**config.mk**
```make
export PLATFORM = sky130hd
export DESIGN_NAME = reg_file_hs_flat
export DESIGN_NICKNAME = d
export VERILOG_FILES = /design/src/rtl/reg_file_hs_if.sv /design/src/rtl/reg_file_hs.sv /design/src/flat_wrapper.sv
export SDC_FILE = /design/constraint.sdc
export NUM_CORES = 1
export LEC_CHECK = 0
export BUFFER_PORTS_ARGS = -buffer_cell sky130_fd_sc_hd__buf_2
export CAP_MARGIN = 20
export CORE_AREA = 8 8 327 329
export CTS_CLUSTER_DIAMETER = 40
export DETAILED_ROUTE_END_ITERATION = 16
export DIE_AREA = 0 0 335 337
export PLACE_DENSITY = 0.33
export SLEW_MARGIN = 10
export SYNTH_ARGS = -nofsm -noshare
export SYNTH_HDL_FRONTEND = slang
export SYNTH_SLANG_ARGS = --single-unit
```
**constraint.sdc**
```tcl
create_clock -name clk -period 2.1 [get_ports clk]
set_input_delay 0.42 -clock clk [delete_from_list [all_inputs] [get_ports clk]]
set_output_delay 0.42 -clock clk [all_outputs]
set_load 0.02 [all_outputs]
```
**src/rtl/reg_file_hs_if.sv**
```systemverilog
// Valid/ready write and read channels of the handshaked register file.
// The slave modport is the register file; the master modport drives requests.
interface reg_file_hs_if #(
  parameter int unsigned ADDR_WIDTH = 6,
  parameter int unsigned DATA_WIDTH = 32
);
  logic                    wr_valid;
  logic                    wr_ready;
  logic [ADDR_WIDTH-1:0]   wr_addr;
  logic [DATA_WIDTH-1:0]   wr_data;
  logic [DATA_WIDTH/8-1:0] wr_strb;
  logic                    wr_resp_valid;
  logic                    wr_resp_ready;
  logic [1:0]              wr_resp;

  logic                    rd_valid;
  logic                    rd_ready;
  logic [ADDR_WIDTH-1:0]   rd_addr;
  logic                    rd_resp_valid;
  logic                    rd_resp_ready;
  logic [DATA_WIDTH-1:0]   rd_data;
  logic [1:0]              rd_resp;

  modport slave (
    input  wr_valid, wr_addr, wr_data, wr_strb, wr_resp_ready,
    input  rd_valid, rd_addr, rd_resp_ready,
    output wr_ready, wr_resp_valid, wr_resp,
    output rd_ready, rd_resp_valid, rd_data, rd_resp
  );

  modport master (
    output wr_valid, wr_addr, wr_data, wr_strb, wr_resp_ready,
    output rd_valid, rd_addr, rd_resp_ready,
    input  wr_ready, wr_resp_valid, wr_resp,
    input  rd_ready, rd_resp_valid, rd_data, rd_resp
  );
endinterface

```
**src/rtl/reg_file_hs.sv**
```systemverilog
// Register file with valid/ready write/read channels, byte strobes and per-register
// RW / RO / W1C access modes; exports stored values and absorbs hardware set / RO inputs.
module reg_file_hs #(
  parameter int unsigned          ADDR_WIDTH = 6,
  parameter int unsigned          DATA_WIDTH = 32,
  parameter int unsigned          REG_NUM    = 8,
  parameter logic [REG_NUM-1:0]   RO_MASK    = '0,
  parameter logic [REG_NUM-1:0]   W1C_MASK   = '0
) (
  input  logic                          clk,
  input  logic                          rst_n,
  reg_file_hs_if.slave                  bus,
  input  logic [REG_NUM*DATA_WIDTH-1:0] hw_set,
  input  logic [REG_NUM*DATA_WIDTH-1:0] ro_in,
  output logic [REG_NUM*DATA_WIDTH-1:0] reg_q
);

  localparam int unsigned StrbW = DATA_WIDTH / 8;
  localparam int unsigned IdxW  = ADDR_WIDTH - 2;
  localparam logic [1:0]  RespOkay   = 2'b00;
  localparam logic [1:0]  RespSlverr = 2'b10;

  if ((DATA_WIDTH % 8) != 0) begin : g_bad_dw
    $error("DATA_WIDTH must be a multiple of 8");
  end
  if (ADDR_WIDTH < 2 + $clog2(REG_NUM)) begin : g_bad_aw
    $error("ADDR_WIDTH too small for REG_NUM");
  end

  logic [DATA_WIDTH-1:0] regs_q [REG_NUM];
  logic [DATA_WIDTH-1:0] regs_d [REG_NUM];

  logic                  wr_resp_valid_q, wr_resp_valid_d;
  logic [1:0]            wr_resp_q, wr_resp_d;
  logic                  rd_resp_valid_q, rd_resp_valid_d;
  logic [1:0]            rd_resp_q, rd_resp_d;
  logic [DATA_WIDTH-1:0] rd_data_q, rd_data_d;

  logic                  wr_fire, rd_fire;
  logic [IdxW-1:0]       wr_idx, rd_idx;
  logic [REG_NUM-1:0]    wr_hit, rd_hit;
  logic                  wr_err, rd_err, wr_apply;
  logic [DATA_WIDTH-1:0] wr_mask;
  logic [DATA_WIDTH-1:0] rd_sel;

  assign bus.wr_ready      = !wr_resp_valid_q;
  assign bus.rd_ready      = !rd_resp_valid_q;
  assign bus.wr_resp_valid = wr_resp_valid_q;
  assign bus.wr_resp       = wr_resp_q;
  assign bus.rd_resp_valid = rd_resp_valid_q;
  assign bus.rd_resp       = rd_resp_q;
  assign bus.rd_data       = rd_data_q;

  assign wr_fire = bus.wr_valid && !wr_resp_valid_q;
  assign rd_fire = bus.rd_valid && !rd_resp_valid_q;
  assign wr_idx  = bus.wr_addr[ADDR_WIDTH-1:2];
  assign rd_idx  = bus.rd_addr[ADDR_WIDTH-1:2];

  // One-hot decode keeps out-of-range indices from ever addressing the arrays.
  always_comb begin
    wr_hit = '0;
    rd_hit = '0;
    for (int i = 0; i < int'(REG_NUM); i++) begin
      wr_hit[i] = (wr_idx == IdxW'(i));
      rd_hit[i] = (rd_idx == IdxW'(i));
    end
    wr_err   = (wr_hit == '0) || (bus.wr_addr[1:0] != 2'b00) || ((wr_hit & RO_MASK) != '0);
    rd_err   = (rd_hit == '0) || (bus.rd_addr[1:0] != 2'b00);
    wr_apply = wr_fire && !wr_err;
  end

  always_comb begin
    wr_mask = '0;
    for (int b = 0; b < int'(StrbW); b++) begin
      wr_mask[b*8 +: 8] = {8{bus.wr_strb[b]}};
    end
  end

  // Hardware set is OR-ed in after the clear so it wins a same-cycle collision.
  always_comb begin
    for (int i = 0; i < int'(REG_NUM); i++) begin
      regs_d[i] = regs_q[i];
      if (RO_MASK[i]) begin
        regs_d[i] = '0;
      end else if (W1C_MASK[i]) begin
        if (wr_apply && wr_hit[i]) begin
          regs_d[i] = regs_q[i] & ~(bus.wr_data & wr_mask);
        end
        regs_d[i] = regs_d[i] | hw_set[i*DATA_WIDTH +: DATA_WIDTH];
      end else if (wr_apply && wr_hit[i]) begin
        regs_d[i] = (regs_q[i] & ~wr_mask) | (bus.wr_data & wr_mask);
      end
    end
  end

  always_comb begin
    rd_sel = '0;
    for (int i = 0; i < int'(REG_NUM); i++) begin
      if (rd_hit[i]) begin
        rd_sel = RO_MASK[i] ? ro_in[i*DATA_WIDTH +: DATA_WIDTH] : regs_q[i];
      end
    end
  end

  always_comb begin
    wr_resp_valid_d = wr_resp_valid_q;
    wr_resp_d       = wr_resp_q;
    if (wr_fire) begin
      wr_resp_valid_d = 1'b1;
      wr_resp_d       = wr_err ? RespSlverr : RespOkay;
    end else if (wr_resp_valid_q && bus.wr_resp_ready) begin
      wr_resp_valid_d = 1'b0;
    end
  end

  // Read data comes from regs_q, so a same-cycle write is not yet visible.
  always_comb begin
    rd_resp_valid_d = rd_resp_valid_q;
    rd_resp_d       = rd_resp_q;
    rd_data_d       = rd_data_q;
    if (rd_fire) begin
      rd_resp_valid_d = 1'b1;
      rd_resp_d       = rd_err ? RespSlverr : RespOkay;
      rd_data_d       = rd_err ? '0 : rd_sel;
    end else if (rd_resp_valid_q && bus.rd_resp_ready) begin
      rd_resp_valid_d = 1'b0;
    end
  end

  always_ff @(posedge clk or negedge rst_n) begin
    if (!rst_n) begin
      for (int i = 0; i < int'(REG_NUM); i++) begin
        regs_q[i] <= '0;
      end
      wr_resp_valid_q <= 1'b0;
      wr_resp_q       <= RespOkay;
      rd_resp_valid_q <= 1'b0;
      rd_resp_q       <= RespOkay;
      rd_data_q       <= '0;
    end else begin
      for (int i = 0; i < int'(REG_NUM); i++) begin
        regs_q[i] <= regs_d[i];
      end
      wr_resp_valid_q <= wr_resp_valid_d;
      wr_resp_q       <= wr_resp_d;
      rd_resp_valid_q <= rd_resp_valid_d;
      rd_resp_q       <= rd_resp_d;
      rd_data_q       <= rd_data_d;
    end
  end

  always_comb begin
    reg_q = '0;
    for (int i = 0; i < int'(REG_NUM); i++) begin
      reg_q[i*DATA_WIDTH +: DATA_WIDTH] = regs_q[i];
    end
  end

endmodule
```
**src/flat_wrapper.sv**
```systemverilog
// flat-port wrapper written by rule: the top's interface ports become plain ports
module reg_file_hs_flat 
#(
  parameter int unsigned          ADDR_WIDTH = 6,
  parameter int unsigned          DATA_WIDTH = 32,
  parameter int unsigned          REG_NUM    = 8,
  parameter logic [REG_NUM-1:0]   RO_MASK    = '0,
  parameter logic [REG_NUM-1:0]   W1C_MASK   = '0
)
  (clk, rst_n, hw_set, ro_in, reg_q, bus_wr_valid, bus_wr_addr, bus_wr_data, bus_wr_strb, bus_wr_resp_ready, bus_rd_valid, bus_rd_addr, bus_rd_resp_ready, bus_wr_ready, bus_wr_resp_valid, bus_wr_resp, bus_rd_ready, bus_rd_resp_valid, bus_rd_data, bus_rd_resp);
  reg_file_hs_if #(.ADDR_WIDTH(ADDR_WIDTH), .DATA_WIDTH(DATA_WIDTH)) bus_i ();
  input  logic clk;
  input  logic rst_n;
  input  logic [REG_NUM*DATA_WIDTH-1:0] hw_set;
  input  logic [REG_NUM*DATA_WIDTH-1:0] ro_in;
  output logic [REG_NUM*DATA_WIDTH-1:0] reg_q;
  input wire logic [$bits(bus_i.wr_valid)-1:0] bus_wr_valid;
  input wire logic [$bits(bus_i.wr_addr)-1:0] bus_wr_addr;
  input wire logic [$bits(bus_i.wr_data)-1:0] bus_wr_data;
  input wire logic [$bits(bus_i.wr_strb)-1:0] bus_wr_strb;
  input wire logic [$bits(bus_i.wr_resp_ready)-1:0] bus_wr_resp_ready;
  input wire logic [$bits(bus_i.rd_valid)-1:0] bus_rd_valid;
  input wire logic [$bits(bus_i.rd_addr)-1:0] bus_rd_addr;
  input wire logic [$bits(bus_i.rd_resp_ready)-1:0] bus_rd_resp_ready;
  output wire logic [$bits(bus_i.wr_ready)-1:0] bus_wr_ready;
  output wire logic [$bits(bus_i.wr_resp_valid)-1:0] bus_wr_resp_valid;
  output wire logic [$bits(bus_i.wr_resp)-1:0] bus_wr_resp;
  output wire logic [$bits(bus_i.rd_ready)-1:0] bus_rd_ready;
  output wire logic [$bits(bus_i.rd_resp_valid)-1:0] bus_rd_resp_valid;
  output wire logic [$bits(bus_i.rd_data)-1:0] bus_rd_data;
  output wire logic [$bits(bus_i.rd_resp)-1:0] bus_rd_resp;
  assign bus_i.wr_valid = bus_wr_valid;
  assign bus_i.wr_addr = bus_wr_addr;
  assign bus_i.wr_data = bus_wr_data;
  assign bus_i.wr_strb = bus_wr_strb;
  assign bus_i.wr_resp_ready = bus_wr_resp_ready;
  assign bus_i.rd_valid = bus_rd_valid;
  assign bus_i.rd_addr = bus_rd_addr;
  assign bus_i.rd_resp_ready = bus_rd_resp_ready;
  assign bus_wr_ready = bus_i.wr_ready;
  assign bus_wr_resp_valid = bus_i.wr_resp_valid;
  assign bus_wr_resp = bus_i.wr_resp;
  assign bus_rd_ready = bus_i.rd_ready;
  assign bus_rd_resp_valid = bus_i.rd_resp_valid;
  assign bus_rd_data = bus_i.rd_data;
  assign bus_rd_resp = bus_i.rd_resp;
  reg_file_hs #(.ADDR_WIDTH(ADDR_WIDTH), .DATA_WIDTH(DATA_WIDTH), .REG_NUM(REG_NUM), .RO_MASK(RO_MASK), .W1C_MASK(W1C_MASK)) u_core (.clk(clk), .rst_n(rst_n), .bus(bus_i), .hw_set(hw_set), .ro_in(ro_in), .reg_q(reg_q));
endmodule
```
==> results.md <==
* P_sw at 5.23 mW
* Seq cells post-synth at 292
* RSZ-0062 raised after global routing: true
* Vias at approximately 11k
* Asr flop ratio synth at 100%
* Filler cell count at 11.0k
* Worst-margin pin slew at around 560 ps
* Chip Width at ~340 um
* FP Rows at 117
* Switch share at a little over a quarter
* Die H at between 300 and 400 um
* Fin nets at approximately 2.1k
* Initial DRC count at 640
* CP Launch Type: flip-flop
* Grt total ovfl at 0
* Yosys warns at 0
* TNS Setup at -2080 ps
* Antenna Nets Post-Route at 0
* CP Capture Type: flip-flop
* Design Area, Final at 0.0215 mm^2
* RePlAce Congestion at 0.777
* Pwr/cell area at 923 mW/mm^2
* Post-synthesis sequential area ratio at a little over half
* Static leakage at between 10 and 15 nW
* Met1 GRT Util at roughly 17%
* Netlist cell types at about 50
* Busiest metal layer after global routing: met2
* Dpl cells at between 2k and 3k
* Area occupied by multi-input gates at 0.00641 mm^2
* Number of port buffers at approximately 350
* Fin. max-slew vios at 0
* Critical path's largest stage delay at between 500 and 600 ps
* Clk pwr share at 57.4%
* Share of layout cells above drive strength 1 at a little over 60%
* Seq pwr share at 31.3%
* Number of max-cap violations at 0
* Core Box Area at between 0.1 and 0.15 mm^2
* Max clock buf depth at 3
* Filler-free cell count of the finished design at between 2k and 3k
* Post-Syn Area per Cell at between 10 and 15 um^2
* Met2 Resource Use GR at 19.6%
* Largest net degree at the start of global routing at 54
* Fin Hold WS at roughly 150 ps
* Final Hold Viols at 0
* Commonest non-fill, non-tap cell in the layout: buf_2
* Die area at 0.113 mm^2
* Failing checks: setup timing
* Final worst path period need at ~2200 ps
* Internal power at ~15 mW
* Register area at around 0.0073 mm^2
* GR met3 Demand/Resource at just under 6%
* Final Cycle Share at 103%
* Routed WL at ~75 mm
* Peak supply drop at 0.544 mV
* Number of remaining DRC errors at 0
* Slew Limit Headroom at a little over three fifths
* Number of buffers created by CTS at around 70
* Pre-antenna DRT Iters at 5
* Clock Skew at around 32 ps
* Synth Instances at approximately 1.0k
* Number of H-tree levels at 3
* Status: complete, but fails checks
* GRT Util Overall at 13.0%
* Worst skew pair latency at ~630 ps
* Gate power share at 11.3%
* Starting Density at 13.4%
* Most used DFF post-synth: dfrtp_1
* Hold Crit Class: in -> reg
* Fmax at between 400 and 500 MHz
* CTS Sinks at approximately 290
* Critical Path Fanout Max at 8
* Flop2flop setup slack at -60 ps
* Syn-to-layout area delta at 58.2%
* Initial antenna violation count at 8
* Setup ws final at -56.2 ps
* Most frequent cells in the layout: 344 x buf_2, 291 x dfrtp_1, 190 x mux2_2
* Slowest cell on crit path: or4b_4
* Required time of the worst setup path at 2580 ps
* Synthesized cell area at between 0.01 and 0.015 mm^2
* Clock transition at the registers of the reported paths at around 40 ps
* Number of flops mapped to enable cells by yosys at 0
* # setup viols final at roughly 100
* Number of global-route vias before repair at about 12k
* CTS tree: yes
* I/O pin count at roughly 860
* Kind of critical path: reg -> reg
* Crit path top cell by count: buf_12
* Overall Power at roughly 20 mW
* First-pass GRT wire length at 103 mm
* Detail Placement HPWL at between 50 and 60 mm
* Vias/cell at approximately 3.8
* Placed Instance Area at 0.0183 mm^2
* DR WL/cell at approximately 25 um
* Crit path cell chain: or4b_4 -> nor3b_4 -> buf_12 -> and3_4 -> buf_12 -> mux2_4
* CTS root buf: clkbuf_16
* CP arrival at around 2600 ps
## through the flow
step / util [%] / worst slack (ps)
detailed placement: 18.1 / -525
finish: 21.2 / -56.2
global route: 21.2 / -128
global placement: 18.1 / -505
CTS: 21.1 / -70.6
floorplan: - / -8.39
## area by class of cell
cell class / instances / area share, %
diodes: 5 / 0.0582
clock buffers: 100 / 9.63
multi-input cells: 668 / 29.8
flip-flops and latches: 292 / 34.0
inverters: 5 / 0.0873
repair buffers: 492 / 16.5
clock inverters: 30 / 1.92
well taps: 1368 / 7.97
## Yosys cell counts, types with 2 or more instances
cell type	instances	share of area, %
a2111oi_0	2	0.13
a211oi_1	7	0.39
a21oi_1	36	1.3
a221oi_1	7	0.45
a222oi_1	20	1.5
a22o_1	7	0.45
a31oi_1	7	0.32
a32oi_1	2	0.13
and3_1	3	0.14
and3_2	4	0.22
and4_1	4	0.26
and4b_1	3	0.22
buf_1	5	0.14
buf_2	13	0.48
buf_4	11	0.61
buf_6	4	0.33
clkbuf_1	39	1.1
dfrtp_1	292	54
inv_1	5	0.14
mux2_2	289	24
mux2_4	7	0.77
mux2i_1	8	0.59
nand2_1	27	0.75
nand2b_1	6	0.28
nand3_1	4	0.15
nand3_2	8	0.59
nand3_4	10	1.3
nand3b_1	8	0.44
nor2_1	16	0.44
nor2b_1	4	0.18
nor3b_1	5	0.28
o21a_1	20	1.1
o21ai_0	75	2.8
o221ai_1	3	0.19
o22ai_1	21	0.97
or2_2	21	0.97
or3b_2	20	1.3
## critical path, delay by kind of cell, from the launching register on
family	cells	cell delay (ps)
buffers and inverters	2	320
DFF	1	390
muxes	1	310
and+or+nand+nor	3	1000
## repair_timing
| action | CTS | global route |
|---|---|---|
| hold buffers | 3 | 0 |
| setup endpoints to repair | 180 | 247 |
| resized for setup | 127 | 19 |
| buffers inserted | 6 | 2 |
| endpoints found under the hold margin | 39 | 0 |
| pin swaps | 2 | 2 |
## path summary, 6_finish.rpt
check,from,endpoint,depth (start not counted)
setup / recovery,u_core.bus.wr_resp_valid,flip-flop,6
hold / removal,bus_wr_valid,u_core.bus.wr_resp_valid,4
setup reg to reg,u_core.bus.wr_resp_valid,flip-flop,6
hold reg to reg,u_core.bus.rd_data[8],u_core.bus.rd_data[8],2
max in group asynchronous,rst_n,async pin,3
min in group asynchronous,rst_n,async pin,2
## power by group through the flow
stage          Sequential [mW]  Combinational, mW  Clock, mW
2_1_floorplan             6.57              0.661          0
3_3_place_gp              6.29               2.19          0
3_5_place_dp              6.30               2.20          0
4_1_cts                   6.22               2.29       11.7
5_1_grt                   6.26               2.42       12.0
6_report                  6.22               2.24       11.4
## metal layers
metal | routed length, um | vias up
met5 | 46 | -
met4 | 1780 | 8
met3 | 6920 | 101
met2 | 32600 | 396
met1 | 33500 | 5787
li1 | - | 4916
## cell families (layout without fill, tap and decap cells)
kind of cell           after synthesis  count (layout)  share of synthesized area [%]
other                                1               7                         0.0276
AOI/OAI and AO/OA                  210             210                           9.89
muxes                              304             304                           25.3
and+or+nand+nor                    152             152                           8.14
DFF                                292             292                           53.8
buffers and inverters               78             627                           2.83
No activity file was read; power rests on OpenSTA's default activity.
